===== config.mk =====
export PLATFORM = sky130hd
export DESIGN_NAME = cam_capture_fsm
export DESIGN_NICKNAME = d
export VERILOG_FILES = /design/src/rtl/cam_capture_fsm_pkg.sv /design/src/rtl/cam_capture_fsm.sv
export SDC_FILE = /design/constraint.sdc
export NUM_CORES = 1
export LEC_CHECK = 0
export ABC_AREA = 1
export CAP_MARGIN = 20
export CORE_MARGIN = 2
export CORE_UTILIZATION = 25
export DETAILED_ROUTE_END_ITERATION = 12
export MAX_ROUTING_LAYER = met4
export PLACE_DENSITY = 0.55
export SETUP_SLACK_MARGIN = 0.15
export SLEW_MARGIN = 20
export SYNTH_ARGS = -nofsm -noshare
export SYNTH_HDL_FRONTEND = slang
export SYNTH_SLANG_ARGS = --single-unit

===== constraint.sdc =====
create_clock -name pclk -period 3.6 [get_ports pclk]
set_input_delay 0.72 -clock pclk [delete_from_list [all_inputs] [get_ports pclk]]
set_output_delay 0.72 -clock pclk [all_outputs]
set_load 0.05 [all_outputs]

===== src/rtl/cam_capture_fsm_pkg.sv =====
// Shared definitions for the OV7670 capture stage: state encoding, default
// frame geometry and the RGB565 -> RGB332 pixel packer.
package cam_capture_fsm_pkg;

  // 2-bit state codes, also used as the enum values below
  localparam logic [1:0] ST_IDLE       = 2'd0;
  localparam logic [1:0] ST_WAIT_FRAME = 2'd1;
  localparam logic [1:0] ST_BYTE1      = 2'd2;
  localparam logic [1:0] ST_BYTE2      = 2'd3;

  typedef enum logic [1:0] {
    S_IDLE       = ST_IDLE,
    S_WAIT_FRAME = ST_WAIT_FRAME,
    S_BYTE1      = ST_BYTE1,
    S_BYTE2      = ST_BYTE2
  } cap_state_t;

  // Default geometry (QQVGA)
  localparam int DEF_IMG_W    = 160;
  localparam int DEF_IMG_H    = 120;
  localparam int FRAME_PIXELS = DEF_IMG_W * DEF_IMG_H;

  // First byte carries R[4:0],G[5:3]; second byte carries G[2:0],B[4:0].
  // Keep the top 3 bits of R, the top 3 bits of G and the top 2 bits of B.
  function automatic logic [7:0] rgb565_to_rgb332(input logic [7:0] byte1,
                                                  input logic [7:0] byte2);
    return {byte1[7:5], byte1[2:0], byte2[4:3]};
  endfunction

endpackage


===== src/rtl/cam_capture_fsm.sv =====
// OV7670 pixel capture: waits for the start of a frame (vsync falling),
// pairs href-qualified bytes into RGB565 pixels, packs them to RGB332 and
// writes them with a linear address. Signals frame_done at vsync rising.
module cam_capture_fsm
  import cam_capture_fsm_pkg::*;
#(
  parameter int IMG_W = DEF_IMG_W,
  parameter int IMG_H = DEF_IMG_H,
  parameter int AW    = 15
) (
  input  logic          pclk,
  input  logic          in_reset,
  input  logic          enable,
  input  logic          vsync,
  input  logic          href,
  input  logic [7:0]    px_data,
  output logic [AW-1:0] mem_px_addr,
  output logic [7:0]    mem_px_data,
  output logic          px_wr,
  output logic          frame_done
);

  localparam logic [AW-1:0] LP_LAST_ADDR = AW'(IMG_W * IMG_H - 1);
  localparam logic [AW-1:0] LP_ADDR_ONE  = AW'(1);

  cap_state_t    r_state;
  logic          r_vsync_q;
  logic [7:0]    r_byte1;
  logic [AW-1:0] r_addr;
  logic [7:0]    r_px_data;
  logic          r_px_wr;
  logic          r_frame_done;
  logic          r_full;

  cap_state_t    w_state_nxt;
  logic [7:0]    w_byte1_nxt;
  logic [7:0]    w_px_data_nxt;
  logic          w_px_wr_nxt;
  logic          w_frame_done_nxt;
  logic          w_addr_clr;
  logic          w_vs_rise;
  logic          w_vs_fall;
  logic          w_at_last;

  assign w_vs_rise = vsync & ~r_vsync_q;
  assign w_vs_fall = ~vsync & r_vsync_q;
  assign w_at_last = (r_addr == LP_LAST_ADDR);

  // State register
  always_ff @(posedge pclk) begin
    if (in_reset) begin
      r_state <= S_IDLE;
    end else begin
      r_state <= w_state_nxt;
    end
  end

  // Next-state and next-output decode; frame end wins over href
  always_comb begin
    w_state_nxt      = r_state;
    w_byte1_nxt      = r_byte1;
    w_px_data_nxt    = r_px_data;
    w_px_wr_nxt      = 1'b0;
    w_frame_done_nxt = 1'b0;
    w_addr_clr       = 1'b0;
    case (r_state)
      S_IDLE: begin
        if (enable) begin
          w_state_nxt = S_WAIT_FRAME;
        end else begin
          w_state_nxt = S_IDLE;
        end
      end
      S_WAIT_FRAME: begin
        if (w_vs_fall) begin
          w_state_nxt = S_BYTE1;
          w_addr_clr  = 1'b1;
        end else begin
          w_state_nxt = S_WAIT_FRAME;
        end
      end
      S_BYTE1: begin
        if (w_vs_rise) begin
          w_frame_done_nxt = 1'b1;
          w_state_nxt      = enable ? S_WAIT_FRAME : S_IDLE;
        end else if (href) begin
          w_byte1_nxt = px_data;
          w_state_nxt = S_BYTE2;
        end else begin
          w_state_nxt = S_BYTE1;
        end
      end
      S_BYTE2: begin
        if (w_vs_rise) begin
          w_frame_done_nxt = 1'b1;
          w_state_nxt      = enable ? S_WAIT_FRAME : S_IDLE;
        end else if (href) begin
          // Once the last address has been written, drop the rest of the frame
          if (!r_full) begin
            w_px_wr_nxt   = 1'b1;
            w_px_data_nxt = rgb565_to_rgb332(r_byte1, px_data);
          end else begin
            w_px_wr_nxt   = 1'b0;
          end
          w_state_nxt = S_BYTE1;
        end else begin
          // Orphan first byte: href dropped mid-pair, nothing is written
          w_state_nxt = S_BYTE1;
        end
      end
      default: begin
        w_state_nxt = S_IDLE;
      end
    endcase
  end

  // Registered outputs, vsync history and first-byte holding register
  always_ff @(posedge pclk) begin
    if (in_reset) begin
      r_vsync_q    <= 1'b0;
      r_byte1      <= 8'h00;
      r_px_data    <= 8'h00;
      r_px_wr      <= 1'b0;
      r_frame_done <= 1'b0;
    end else begin
      r_vsync_q    <= vsync;
      r_byte1      <= w_byte1_nxt;
      r_px_data    <= w_px_data_nxt;
      r_px_wr      <= w_px_wr_nxt;
      r_frame_done <= w_frame_done_nxt;
    end
  end

  // Write address: cleared at frame start, advanced after each write, held at the last pixel
  always_ff @(posedge pclk) begin
    if (in_reset) begin
      r_addr <= '0;
      r_full <= 1'b0;
    end else if (w_addr_clr) begin
      r_addr <= '0;
      r_full <= 1'b0;
    end else if (r_px_wr) begin
      if (w_at_last) begin
        r_full <= 1'b1;
      end else begin
        r_addr <= r_addr + LP_ADDR_ONE;
      end
    end
  end

  assign mem_px_addr = r_addr;
  assign mem_px_data = r_px_data;
  assign px_wr       = r_px_wr;
  assign frame_done  = r_frame_done;

endmodule


* Yosys cells after proc, flatten, opt, wreduce, memory -nomap -nowiden
Cells that the tools add are included.
Storage, ports and cells: register bits 37, input port bits 13, logic and storage cells 42
Cells by class: $add $sub $neg 1, eq/ne operators 4, multiplexer cells 10, bitwise gates (word level) 10, reduce and logical (&&, ||, !) cells 9
Operator list (number):
- 15-bit by 1-bit adder with 15-bit output (second input constant) | 1
- 15-bit equality test (second input constant) | 1
- 1-bit inverter | 8
- 2-bit one-hot mux with 4 select lines | 1
- 1-bit 2-to-1 mux | 6
- 2-bit 2-to-1 mux | 3
- 2-bit OR reduction | 3
- 2-bit equality test (second input constant) | 2
- 2-bit AND reduction | 2
- 4-bit AND reduction | 1
- 4-bit OR reduction | 1
- 3-bit AND reduction | 1
- 1-bit bitwise AND | 2
- 2-bit by 1-bit equality test with 1-bit output (second input constant) | 1
- 2-bit zero test | 1

* Longest topological paths before layout
depth in word-level cells 5, mapped depth 10, gate-level depth less buffers 10

* Least setup slack after synthesis
Ideal clock, no wire load.
kind flip-flop to flip-flop, from register r_addr[0] (netlist: mem_px_addr[0]), to register r_addr[10] (netlist: mem_px_addr[10]), data arrival time 1778 ps, data required time 3534 ps, setup slack 1756 ps, cell stages (with the launch flop) 11, cells stage by stage dfxtp_1 > ha_1 > nand3_2 > inv_2 > nand2_2 > clkinv_2 > nand2_4 > nand2_4 > buf_12 > nand2_2 > a21oi_2
On the way: word-level cells in the longest chain between the ends 3, elaborated cells on any way between the ends 4, those cells by class add/sub (1); eq/ne (1); bitwise (1); reduce/logical (1)
RTL lines:
- start: declaration | line cam_capture_fsm.sv:29 | logic [AW-1:0] r_addr;
- start signal: assignment | line cam_capture_fsm.sv:146 | r_addr <= r_addr + LP_ADDR_ONE;
- branches (longest 3 deep; another with 15-bit by 1-bit adder with 15-bit output)
Several ways; the timed one is not identified. A chain may end at the register's enable or synchronous reset.

* Worst setup path after layout
from register r_px_wr (netlist: px_wr), to output px_wr
RTL lines:
- start: declaration | line cam_capture_fsm.sv:31 | logic r_px_wr;
- start signal: assignment | line cam_capture_fsm.sv:129 | r_px_wr <= w_px_wr_nxt;
- end: declaration | line cam_capture_fsm.sv:19 | output logic px_wr,
No word-level cell between the ends.

==> impl_metrics.env <==
export IMPL_run_status="finished, final reports clean"
export IMPL_startpoint="px_wr"
export IMPL_synth_seq_cells=35
export IMPL_synth_top_area_share=0.417
export IMPL_routedWlPerCell_um=10.9
export IMPL_ios=38
export IMPL_finalSetupViolCount=0
export IMPL_p_leak_nw=0.782
export IMPL_stdcell_area_um2=2210
export IMPL_vias=1562
export IMPL_port_buffer_count=37
export IMPL_min_period_over_period=0.710
export IMPL_post_route_min_period_ns=2.56
export IMPL_cts_tree="built"
export IMPL_placed_cell_area_um2=2110
export IMPL_rr_startpoint="mem_px_addr[0]"
export IMPL_die_area_um2=7390
export IMPL_grt_max_degree=16
export IMPL_syn_area_per_cell_um2=7.18
export IMPL_rsz0062_at_grt="false"
export IMPL_rr_endpoint="mem_px_addr[12]"
export IMPL_mostFrequentLayoutCell="nor2_1"
export IMPL_dr_pass1_iters=4
export IMPL_die_x_um=86.0
export IMPL_ctsHtreeMaxLevel=2
export IMPL_cp_end_kind="primary output"
export IMPL_maxSlewViolCount=0
export IMPL_start_kind="register"
export IMPL_synth_compound_area_frac=0.131
export IMPL_route_detailed_drc=0
export IMPL_synth_cell_area_um2=1680
export IMPL_dr_first_iter_drc_count=98
export IMPL_synth_xor_area_share=0.0208
export IMPL_cp_max_fo=13
export IMPL_ir_drop_v=0.000118
export IMPL_reg2reg_depth=8
export IMPL_synthMuxAreaShare=0
export IMPL_crit_required_ns=2.88
export IMPL_slowest_stage="clkdlybuf4s50_1"
export IMPL_crit_cells=1
export IMPL_numClockSinks=35
export IMPL_layout_common_cells="nor2_1 (48), nand2_1 (40), clkdlybuf4s50_1 (37), dfxtp_1 (35), inv_1 (21)"
export IMPL_gr_total_overflow=0
export IMPL_clockBufferDepth=2
export IMPL_drive_gt1_frac=0.120
export IMPL_clock_fmax_mhz=391
export IMPL_synth_warnings=0
export IMPL_tightestPinTransition_ns=0.560
export IMPL_numCtsBuffers=5
export IMPL_path_class="register to primary output"
export IMPL_yosysSeqAreaShare=0.417
export IMPL_crit_end="px_wr"
export IMPL_cts_clk_slew_worst_paths_ns=0.07
export IMPL_crit_chain="clkdlybuf4s50_1"
export IMPL_antenna_found_initial=0
export IMPL_postCtsSetupBuffers=0
export IMPL_synth_area_leader_cell="dfxtp_1"
export IMPL_nets=288
export IMPL_relSlewSlack=0.626
export IMPL_core_um2=6420
export IMPL_syn2layout_area_growth_pct=31.7
export IMPL_gp_congestion=0.800
export IMPL_powerDensity_nw_per_um2=335
export IMPL_clock_latency_ns=0.28
export IMPL_hold_class="register to register"
export IMPL_viasPerCell=4.44
export IMPL_grt_pass1_wl_um=6500
export IMPL_synth_fp_nets=248
export IMPL_crit_family="buffers and inverters"
export IMPL_ys_types=27
export IMPL_arrival_ns=1.84
export IMPL_synth_top_family_by_area="simple AND/OR/NAND/NOR gates"
export IMPL_dp_hpwl_um=2910
export IMPL_start_util=0.262
export IMPL_grt_pass1_vias=1466
export IMPL_max_stage_delay_ns=0.90
export IMPL_setup_tns_ns=0
export IMPL_track_usage=0.114
export IMPL_critPathBufInv=1
export IMPL_cts_hold_buffers=0
export IMPL_fin_skew_ns=0.00657
export IMPL_synth_simple_area_share=0.349
export IMPL_hold_viol=0
export IMPL_synthAdderAreaFrac=0.00745
export IMPL_diodes=0
export IMPL_ant_nets=0
export IMPL_rrSetupSlack_ns=1.95
export IMPL_die_h_um=86.0
export IMPL_cap_violations=0
export IMPL_root_buffer="clkbuf_8"
export IMPL_routed_wl_um=3820
export IMPL_yosys_top_cells_area="dfxtp_1 (42%), nor2_1 (11%), nand2_1 (8.9%)"
export IMPL_num_rows=29
export IMPL_cts_resized=0
export IMPL_syn_inst=234
-- worst min-delay path, cell delays in order, from the launching register on --
cell and delay [ns]:
dfxtp_1 0.32, nor2_1 0.04, nor2_1 0.08
-- sequential cells by signal (all words and copies together) (netlist names) --
register	flops
frame_done	1
mem_px_addr	15
mem_px_data	8
px_wr	1
r_byte1	6
r_full	1
r_state	2
r_vsync_q	1
-- metrics by stage --
stage / hold WS (ns) / total power [mW] / instances / worst slack, ns / utilization
6_report: 0.478 / 0.742 / 352 / 1.04 / 0.345
5_1_grt: 0.510 / 0.775 / 352 / 0.983 / 0.345
4_1_cts: 0.485 / 0.755 / 352 / 1.02 / 0.345
3_5_place_dp: 0.468 / 0.437 / 344 / 1.36 / 0.329
3_3_place_gp: 0.461 / 0.437 / 344 / 1.35 / 0.329
2_1_floorplan: 0.450 / 0.418 / 234 / 1.76 / -
-- how the worst min path moves through the flow --
stage                               from        endpoint  slack, ns  cells past startpoint
final                         r_byte1[2]      r_byte1[2]       0.48                      2
after global routing      mem_px_data[1]  mem_px_data[1]       0.51                      2
after CTS                     r_byte1[6]      r_byte1[6]       0.48                      2
after detailed placement      r_byte1[6]      r_byte1[6]       0.47                      2
after global placement        r_byte1[6]      r_byte1[6]       0.46                      2
after floorplan               r_byte1[0]      r_byte1[0]       0.45                      2
-- kinds of logic after synthesis --
group / count (synthesis)
compound gates: 37
xor+xnor: 4
fa+ha+maj: 1
buf+inv: 28
flops: 35
simple gates: 129
-- cell type report --
cell class | instances | area (um2)
Clock buffer | 8 | 100
Timing Repair Buffer | 37 | 370
Sequential cell | 35 | 701
Fill cell | 662 | 4210
Multi-Input combinational cell | 171 | 855
Tap cell | 77 | 96.3
Inverter | 24 | 91.3
-- Yosys cell counts (all sizes together) --
cell and count:
nor2 51, nand2 50, dfxtp 35, inv 23, o21ai 19, nand3 17, a21oi 16, nand4 5
nor3 4, buf 3, xnor2 3, and2 1, clkbuf 1, clkinv 1, ha 1, nand3b 1
o211ai 1, o31ai 1, xor2 1
-- report_power, final --
part,internal [mW],switching (mW),total [mW]
clock,0.175,0.140,0.314
combinational,0.0175,0.0184,0.0359
sequential,0.390,0.00186,0.392
total,0.582,0.160,0.742
-- per-layer routing --
metal	up-vias	part of all wire	track usage
li1	839	-	-
met1	679	0.47	0.132
met2	42	0.47	0.182
met3	2	0.044	0.0327
met4	0	0.0065	0.0491
met5	-	0	-
Power figures use the tool's default switching activity.
